### config.mk
export PLATFORM = sky130hd
export DESIGN_NAME = tick_period_meter
export DESIGN_NICKNAME = d
export VERILOG_FILES = /design/src/rtl/tick_period_meter.sv
export SDC_FILE = /design/constraint.sdc
export NUM_CORES = 1
export LEC_CHECK = 0
export CORE_ASPECT_RATIO = 0.5
export CORE_UTILIZATION = 50
export DETAILED_ROUTE_END_ITERATION = 8
export GPL_TIMING_DRIVEN = 0
export HOLD_SLACK_MARGIN = 0.08
export PLACE_DENSITY = 0.75
export SYNTH_ARGS = -nofsm -noshare
export SYNTH_HDL_FRONTEND = slang
export SYNTH_SLANG_ARGS = --single-unit
### constraint.sdc
create_clock -name clk -period 3.95 [get_ports clk]
set_input_delay 0.9875 -clock clk [delete_from_list [all_inputs] [get_ports clk]]
set_output_delay 0.9875 -clock clk [all_outputs]
set_load 0.05 [all_outputs]
### src/rtl/tick_period_meter.sv
// tick_period_meter: measures clk cycles between successive rising edges of `in`.
// Latency: result registered on the edge capturing the second rise (+2 cycles with TICK_PERIOD_METER_SYNC_EN).
// Backpressure: one-entry valid/ready output; results arriving while occupied are dropped (sticky `dropped`).
module tick_period_meter #(
  parameter int CNT_WIDTH = 16
) (
  input  logic                 clk,
  input  logic                 rst_n,
  input  logic                 in,
  output logic [CNT_WIDTH-1:0] period,
  output logic                 timeout,
  output logic                 valid,
  input  logic                 ready,
  output logic                 dropped
);

  localparam logic [CNT_WIDTH-1:0] CNT_MAX  = '1;
  localparam logic [CNT_WIDTH-1:0] CNT_ONE  = CNT_WIDTH'(1);
  localparam logic [CNT_WIDTH-1:0] CNT_ZERO = '0;

  typedef enum logic {
    WAIT_FIRST = 1'b0,
    COUNT      = 1'b1
  } state_e;

  // Conditioned input
  logic s;

`ifdef TICK_PERIOD_METER_SYNC_EN
  logic sync1_q, sync1_d;
  logic sync2_q, sync2_d;

  // Two-stage synchronizer next values: plain shift of the raw input
  always_comb begin
    sync1_d = in;
    sync2_d = sync1_q;
  end

  // Synchronizer flops, cleared by reset so no phantom edge follows reset
  always_ff @(posedge clk) begin
    if (!rst_n) begin
      sync1_q <= 1'b0;
      sync2_q <= 1'b0;
    end else begin
      sync1_q <= sync1_d;
      sync2_q <= sync2_d;
    end
  end

  assign s = sync2_q;
`else
  assign s = in;
`endif

  // Edge detector and measurement state
  logic                 s_d_q, s_d_d;
  logic                 rise;
  state_e               state_q, state_d;
  logic [CNT_WIDTH-1:0] cnt_q, cnt_d;

  // Output register state
  logic [CNT_WIDTH-1:0] period_q, period_d;
  logic                 timeout_q, timeout_d;
  logic                 valid_q, valid_d;
  logic                 dropped_q, dropped_d;

  // Result produced this cycle (not yet committed to the output register)
  logic                 res_vld;
  logic [CNT_WIDTH-1:0] res_period;
  logic                 res_timeout;

  assign rise = s & ~s_d_q;

  // Measurement FSM: counts cycles between rises, saturates into a timeout result
  always_comb begin
    s_d_d       = s;
    state_d     = state_q;
    cnt_d       = cnt_q;
    res_vld     = 1'b0;
    res_period  = CNT_ZERO;
    res_timeout = 1'b0;
    case (state_q)
      WAIT_FIRST: begin
        cnt_d = CNT_ZERO;
        if (rise) begin
          // First edge only arms the meter
          cnt_d   = CNT_ONE;
          state_d = COUNT;
        end
      end
      COUNT: begin
        if (rise) begin
          // A rise wins over saturation, so a full-scale period still reads as a normal result
          res_vld     = 1'b1;
          res_period  = cnt_q;
          res_timeout = 1'b0;
          cnt_d       = CNT_ONE;
        end else if (cnt_q == CNT_MAX) begin
          res_vld     = 1'b1;
          res_period  = CNT_MAX;
          res_timeout = 1'b1;
          cnt_d       = CNT_ZERO;
          state_d     = WAIT_FIRST;
        end else begin
          cnt_d = cnt_q + CNT_ONE;
        end
      end
      default: begin
        cnt_d   = CNT_ZERO;
        state_d = WAIT_FIRST;
      end
    endcase
  end

  // Output register: load when free or being drained, else drop and flag
  always_comb begin
    period_d  = period_q;
    timeout_d = timeout_q;
    valid_d   = valid_q;
    dropped_d = dropped_q;
    if (res_vld) begin
      if (!valid_q || ready) begin
        period_d  = res_period;
        timeout_d = res_timeout;
        valid_d   = 1'b1;
      end else begin
        dropped_d = 1'b1;
      end
    end else if (valid_q && ready) begin
      valid_d = 1'b0;
    end
  end

  // All state registers with synchronous active-low reset
  always_ff @(posedge clk) begin
    if (!rst_n) begin
      s_d_q     <= 1'b0;
      state_q   <= WAIT_FIRST;
      cnt_q     <= CNT_ZERO;
      period_q  <= CNT_ZERO;
      timeout_q <= 1'b0;
      valid_q   <= 1'b0;
      dropped_q <= 1'b0;
    end else begin
      s_d_q     <= s_d_d;
      state_q   <= state_d;
      cnt_q     <= cnt_d;
      period_q  <= period_d;
      timeout_q <= timeout_d;
      valid_q   <= valid_d;
      dropped_q <= dropped_d;
    end
  end

  assign period  = period_q;
  assign timeout = timeout_q;
  assign valid   = valid_q;
  assign dropped = dropped_q;

endmodule

==> results of run 1 <==
==> flip-flops by register name, summed over array words and instances, names as in the netlist <==
register  flops
valid         1
state_q       1
dropped       1
timeout       1
period       16
cnt_q        16
s_d_q         1
==> placed cells by master, fill, tap and decap left out, types with 7 or more instances in the layout <==
cell type / Yosys / final
dfxtp_1: 37 / 37
nand3_1: 10 / 10
clkbuf_8: 0 / 7
o221a_2: 16 / 16
nor2_1: 14 / 14
xor2_1: 9 / 9
nand2_1: 9 / 9
nand4_1: 8 / 8
clkdlybuf4s50_1: 0 / 22
==> where the power goes <==
group          leakage (nW)  internal, mW  total, mW  switching (mW)
Combinational         0.330        0.0373     0.0991          0.0618
Clock                0.0542         0.158      0.286           0.129
Sequential            0.301         0.387      0.395         0.00857
Total                 0.685         0.581      0.780           0.199
==> layer usage <==
metal | vias up | wire (um) | GRT usage (%)
li1 | 586 | - | -
met1 | 536 | 1640 | 28.6
met2 | 31 | 1190 | 28.9
met3 | 4 | 160 | 7.50
met4 | 0 | 36 | 10.9
met5 | - | 0 | 0
==> how the worst max path moves through the flow <==
stage	startpoint	end	depth (start not counted)	slack, ns
after floorplan	ready	period[14]$_SDFFE_PN0P_	5	1.84
after global placement	ready	period[0]$_SDFFE_PN0P_	6	1.30
after detailed placement	ready	period[4]$_SDFFE_PN0P_	6	1.27
after CTS	period[14]$_SDFFE_PN0P_	period[14]	1	1.51
after global routing	ready	period[12]$_SDFFE_PN0P_	6	1.46
final	period[14]$_SDFFE_PN0P_	period[14]	1	1.51
==> cell type report <==
class / instances / area [sq um]
Timing Repair Buffer: 22 / 220
Clock inverter: 1 / 5.00
Multi-Input combinational cell: 96 / 676
Buffer: 8 / 61.3
Sequential cell: 37 / 741
Inverter: 3 / 11.3
Tap cell: 37 / 46.3
Clock buffer: 7 / 96.3
Fill cell: 238 / 843
==> cells by family after synthesis <==
kind of cell	after synthesis
buffers and inverters	11
and+or+nand+nor	57
AOI/OAI and AO/OA	26
adders and majority gates	1
DFF	37
xor gates and xnor gates	12
==> impl_metrics.csv, run 1 <==
group,metric,value,unit
status,status,"complete, no violations",
timing,hold_ws,0.472,ns
floorplanning,die_area,3210,sq um
setup_path,arrival,1.45,ns
synthesis,yosys.area.top_type_share,49.7,%
timing,slew_headroom,65.6,%
floorplanning,start_util,55.1,%
synthesis,avgSynthCellArea,10.3,sq um
clocking,ctsResizeCount,0,
place,place_hpwl,2150,um
clocking,cts_root_buffer,"clkbuf_8",
synthesis,synth-simple-area-share,20.2,%
final_layout,area_growth,24.7,%
drt,num_vias,1157,
power_and_ir_drop,total_power,0.780,mW
synthesis,syn-instance-count,144,
synthesis,ys_ff_latch,37,
synthesis,ys_seq_area_share,49.7,%
final_layout,diodes,0,
setup_path,crit_buf_inv,1,
floorplanning,core-area,2700,sq um
flow_run,maxCapViolations,0,
floorplanning,dieHeight,40.6,um
drt,drt_iter0_drc,49,
synthesis,synth_fa_ha_area_share,0.840,%
setup_path,slowest_stage,"clkdlybuf4s50_1",
setup_path,r2r_start,"cnt_q[0]$_SDFF_PN0_",
synthesis,async_flop_share,0,%
drt,antenna_left,0,
synthesis,yosysWarnings,0,
setup_path,critPathMaxFanout,2,
drt,wl_per_cell,14.3,um
hold_path,min_to,"dropped$_SDFFE_PN0P_",
place,io_buffers,22,
setup_path,endpoint_kind,"output port",
hold_path,hp-class,"reg -> reg",
setup_path,regToRegSetupSlack,1.95,ns
place,place_ws,1.27,ns
clocking,clock_sinks,37,
synthesis,muxShareOfSynthArea,0,%
grt,antenna_found_initial,0,
clocking,path_clk_slew,0.07,ns
setup_path,cp.required,2.96,ns
synthesis,ys_types,35,
timing,finalMaxSlewViolations,0,
final_layout,final_util,68.8,%
final_layout,final_cell_area,1860,sq um
place,gp_congestion,0.757,
timing,final.setup.tns,0,ns
synthesis,synth_area_leaders,"dfxtp_1 50%, o221a_2 12%, xor2_1 5.3%",
grt,grt_pass1_vias,954,
power_and_ir_drop,peakVddDrop,0.216,mV
power_and_ir_drop,power.leakage,0.685,nW
grt,grt_pass1_wl,4700,um
timing,setup_viol,0,
clocking,numCtsBuffers,5,
clocking,cts_hold_buf,0,
clocking,clk-insertion-delay-late,0.29,ns
timing,worst_pin_slew,0.515,ns
final_layout,finalNetCount,178,
clocking,cts_setup_buffers,0,
setup_path,critPathTopFamily,"buffers and inverters",
synthesis,synth-compound-area-share,17.3,%
clocking,htreeDepth,2,
timing,rsz0062_at_grt,"false",
hold_path,holdPathStages,1,
timing,fin_ws,1.51,ns
place,placed_cells,203,
floorplanning,io_pins,23,
synthesis,synth_top_family_by_area,"simple AND/OR/NAND/NOR gates",
timing,hold_viol_final,0,
setup_path,timing.rr.end,"cnt_q[6]$_SDFF_PP0_",
synthesis,synth_common_cells,"37 x dfxtp_1, 16 x o221a_2, 14 x nor2_1",
setup_path,r2r_cells,7,
drt,drc_errors,0,
drt,viasPerCell,5.48,
setup_path,crit_type,"reg -> out",
timing,fin_crit_sh,61.7,%
synthesis,synth_ff_type,"dfxtp_1",
floorplanning,die_w,79.2,um
timing,period_needed,2.44,ns
clocking,clockBufferDepth,2,
synthesis,synth.most_common_cell,"dfxtp_1",
setup_path,startpoint_type,"flop",
synthesis,synth_edf_count,0,
floorplanning,rows,13,
synthesis,synth-xor-area-share,7.06,%
hold_path,hp-start,"dropped$_SDFFE_PN0P_",
synthesis,yosys.area.top_type,"dfxtp_1",
grt,overflow,0,
drt,finalWirelength,3020,um
final_layout,fin_cells,211,
final_layout,final_layout_size_suffix_gt1_share,19.0,%
grt,grt_use_total,20.9,%
timing,max_freq,411,MHz
synthesis,syn-num-nets,149,
grt,grt_max_degree,12,
clocking,cts_tree,"built",
synthesis,syn_area,1490,sq um
setup_path,cpPeakStageDelay,0.82,ns
setup_path,path_cells,"clkdlybuf4s50_1",
power_and_ir_drop,power_density,420,nW/um^2
drt,dr.pass1.iters,5,
timing,finClkSkew,0.00704,ns
place,placed_cell_area,1760,sq um
No activity file was read; power rests on OpenSTA's default activity.
==> run 2, diff against run 1 <==
==> constraint.sdc (replaced) <==
create_clock -name clk -period 2.4 [get_ports clk]
set_input_delay 0.6 -clock clk [delete_from_list [all_inputs] [get_ports clk]]
set_output_delay 0.6 -clock clk [all_outputs]
set_load 0.05 [all_outputs]
==> results of run 2 <==
Same layout as run 1 (identical final DEF). Status: complete, no violations.
Among the figures that moved: setup slack after placement 1.27 ns -> 0.112 ns; setup slack after layout 1.51 ns -> 0.352 ns; register-to-register setup slack 1.95 ns -> 0.40 ns; total power 0.780 mW -> 1.28 mW; worst IR drop on VDD 0.216 mV -> 0.356 mV
==> run 3, diff against run 2 <==
--- a/config.mk
+++ b/config.mk
@@ -10,6 +10,7 @@
 export DETAILED_ROUTE_END_ITERATION = 8
 export GPL_TIMING_DRIVEN = 0
 export HOLD_SLACK_MARGIN = 0.08
+export MAX_ROUTING_LAYER = met4
 export PLACE_DENSITY = 0.75
 export SYNTH_ARGS = -nofsm -noshare
 export SYNTH_HDL_FRONTEND = slang
==> run 3 against run 2 <==
  * Combinational power about the same
  * Die area unchanged
  * Register-to-register slack about the same
  * Sequential power about the same
  * Routed wire length decreased by 0.99%
  * Flip-flop and latch count unchanged
  * Critical endpoint unchanged
  * Largest cell class unchanged
  * Largest power group unchanged
==> impl_metrics.csv, run 3 (synthesis results as in run 1) <==
group,metric,value,unit
grt,grt_pass1_vias,954,
final_layout,regArea,741,sq um
setup_path,crit_buf_inv,1,
clocking,cts_setup_buffers,0,
clocking,path_clk_slew,0.07,ns
timing,period_needed,2.06,ns
setup_path,cpPeakStageDelay,0.82,ns
setup_path,endpoint_kind,"output port",
drt,dr.pass1.iters,4,
place,io_buffers,22,
timing,rsz0062_at_grt,"false",
clocking,clock_sinks,37,
drt,drc_errors,0,
power_and_ir_drop,power.leakage,0.685,nW
grt,overflow,0,
timing,max_freq,486,MHz
floorplanning,die_area,3210,sq um
clocking,cts_root_buffer,"clkbuf_8",
flow_run,maxCapViolations,0,
final_layout,final_layout_size_suffix_gt1_share,19.0,%
status,status,"complete, no violations",
floorplanning,io_pins,23,
timing,setup_viol,0,
floorplanning,core-area,2700,sq um
setup_path,startpoint,"period[14]$_SDFFE_PN0P_",
final_layout,area_growth,24.7,%
setup_path,cp.depth,1,
floorplanning,dieHeight,40.6,um
timing,slew_headroom,65.3,%
floorplanning,rows,13,
place,place_hpwl,2150,um
clocking,numCtsBuffers,5,
grt,grt_max_degree,12,
hold_path,hp-start,"dropped$_SDFFE_PN0P_",
hold_path,hp-class,"reg -> reg",
final_layout,finalNetCount,178,
final_layout,fin_cells,211,
power_and_ir_drop,peakVddDrop,0.356,mV
drt,viasPerCell,5.46,
drt,drt_iter0_drc,49,
setup_path,path_cells,"clkdlybuf4s50_1",
setup_path,critPathTopFamily,"buffers and inverters",
timing,final.setup.tns,0,ns
hold_path,holdPathStages,1,
drt,antenna_left,0,
setup_path,r2r_cells,7,
final_layout,most-common-layout-cells,"37 x dfxtp_1, 22 x clkdlybuf4s50_1, 16 x o221a_2",
final_layout,multi_input_area,676,sq um
setup_path,startpoint_type,"flop",
drt,num_vias,1153,
grt,grt_use_total,21.6,%
final_layout,n_fill_cell,238,
setup_path,slowest_stage,"clkdlybuf4s50_1",
timing,finalMaxSlewViolations,0,
final_layout,diodes,0,
clocking,htreeDepth,2,
timing,worst_pin_slew,0.518,ns
floorplanning,start_util,55.1,%
power_and_ir_drop,power_density,692,nW/um^2
setup_path,cp.required,1.80,ns
setup_path,critPathMaxFanout,2,
setup_path,crit_type,"reg -> out",
grt,grt_pass1_wl,4690,um
setup_path,arrival,1.46,ns
place,placed_cells,203,
place,place_ws,0.112,ns
clocking,cts_hold_buf,0,
clocking,cts_tree,"built",
setup_path,r2r_start,"cnt_q[0]$_SDFF_PN0_",
clocking,ctsResizeCount,0,
clocking,clk-insertion-delay-late,0.29,ns
grt,antenna_found_initial,0,
drt,finalWirelength,2990,um
final_layout,final_common_cell,"dfxtp_1",
timing,finClkSkew,0.00677,ns
timing,fin_ws,0.344,ns
floorplanning,die_w,79.2,um
clocking,clockBufferDepth,2,
place,gp_congestion,0.767,
timing,fin_crit_sh,85.7,%
timing,hold_viol_final,0,
timing,hold_ws,0.472,ns
drt,wl_per_cell,14.2,um
==> run 3: power by group <==
part	switching [mW]	internal [mW]	total (mW)	leakage, nW
registers	0.0142	0.636	0.650	0.301
clock network	0.213	0.259	0.473	0.0542
logic	0.101	0.0614	0.163	0.330
total	0.329	0.957	1.29	0.685
==> run 3: metal layers <==
layer,GRT usage (%),vias up,wire [um]
li1,-,591,-
met1,28.6,537,1670
met2,28.9,21,1190
met3,7.50,4,103
met4,10.9,0,27
met5,-,-,0
==> run 3: cell type report <==
type                       count  share of cell area, %
buffer                         8                   3.30
clock buffer                   7                   5.19
clock inverter                 1                  0.270
inverter                       3                  0.606
multi-input combinational     96                   36.4
sequential                    37                   39.9
tap                           37                   2.49
timing repair buffer          22                   11.9
==> run 3: stage by stage <==
stage	cell area, sq um	utilization [%]	total power [mW]
after global placement	1760	65.0	0.825
final	1860	68.8	1.29
after floorplan	1490	-	0.774
after global routing	1860	68.8	1.33
after detailed placement	1760	65.0	0.827
after CTS	1860	68.8	1.30
==> run 3: path summary, 6_finish.rpt <==
path,end,slack [ns]
worst max-delay path,period[14],0.34
worst min-delay path,dropped$_SDFFE_PN0P_,0.47
worst max register to register,cnt_q[6]$_SDFF_PP0_,0.40
worst min register to register,dropped$_SDFFE_PN0P_,0.47
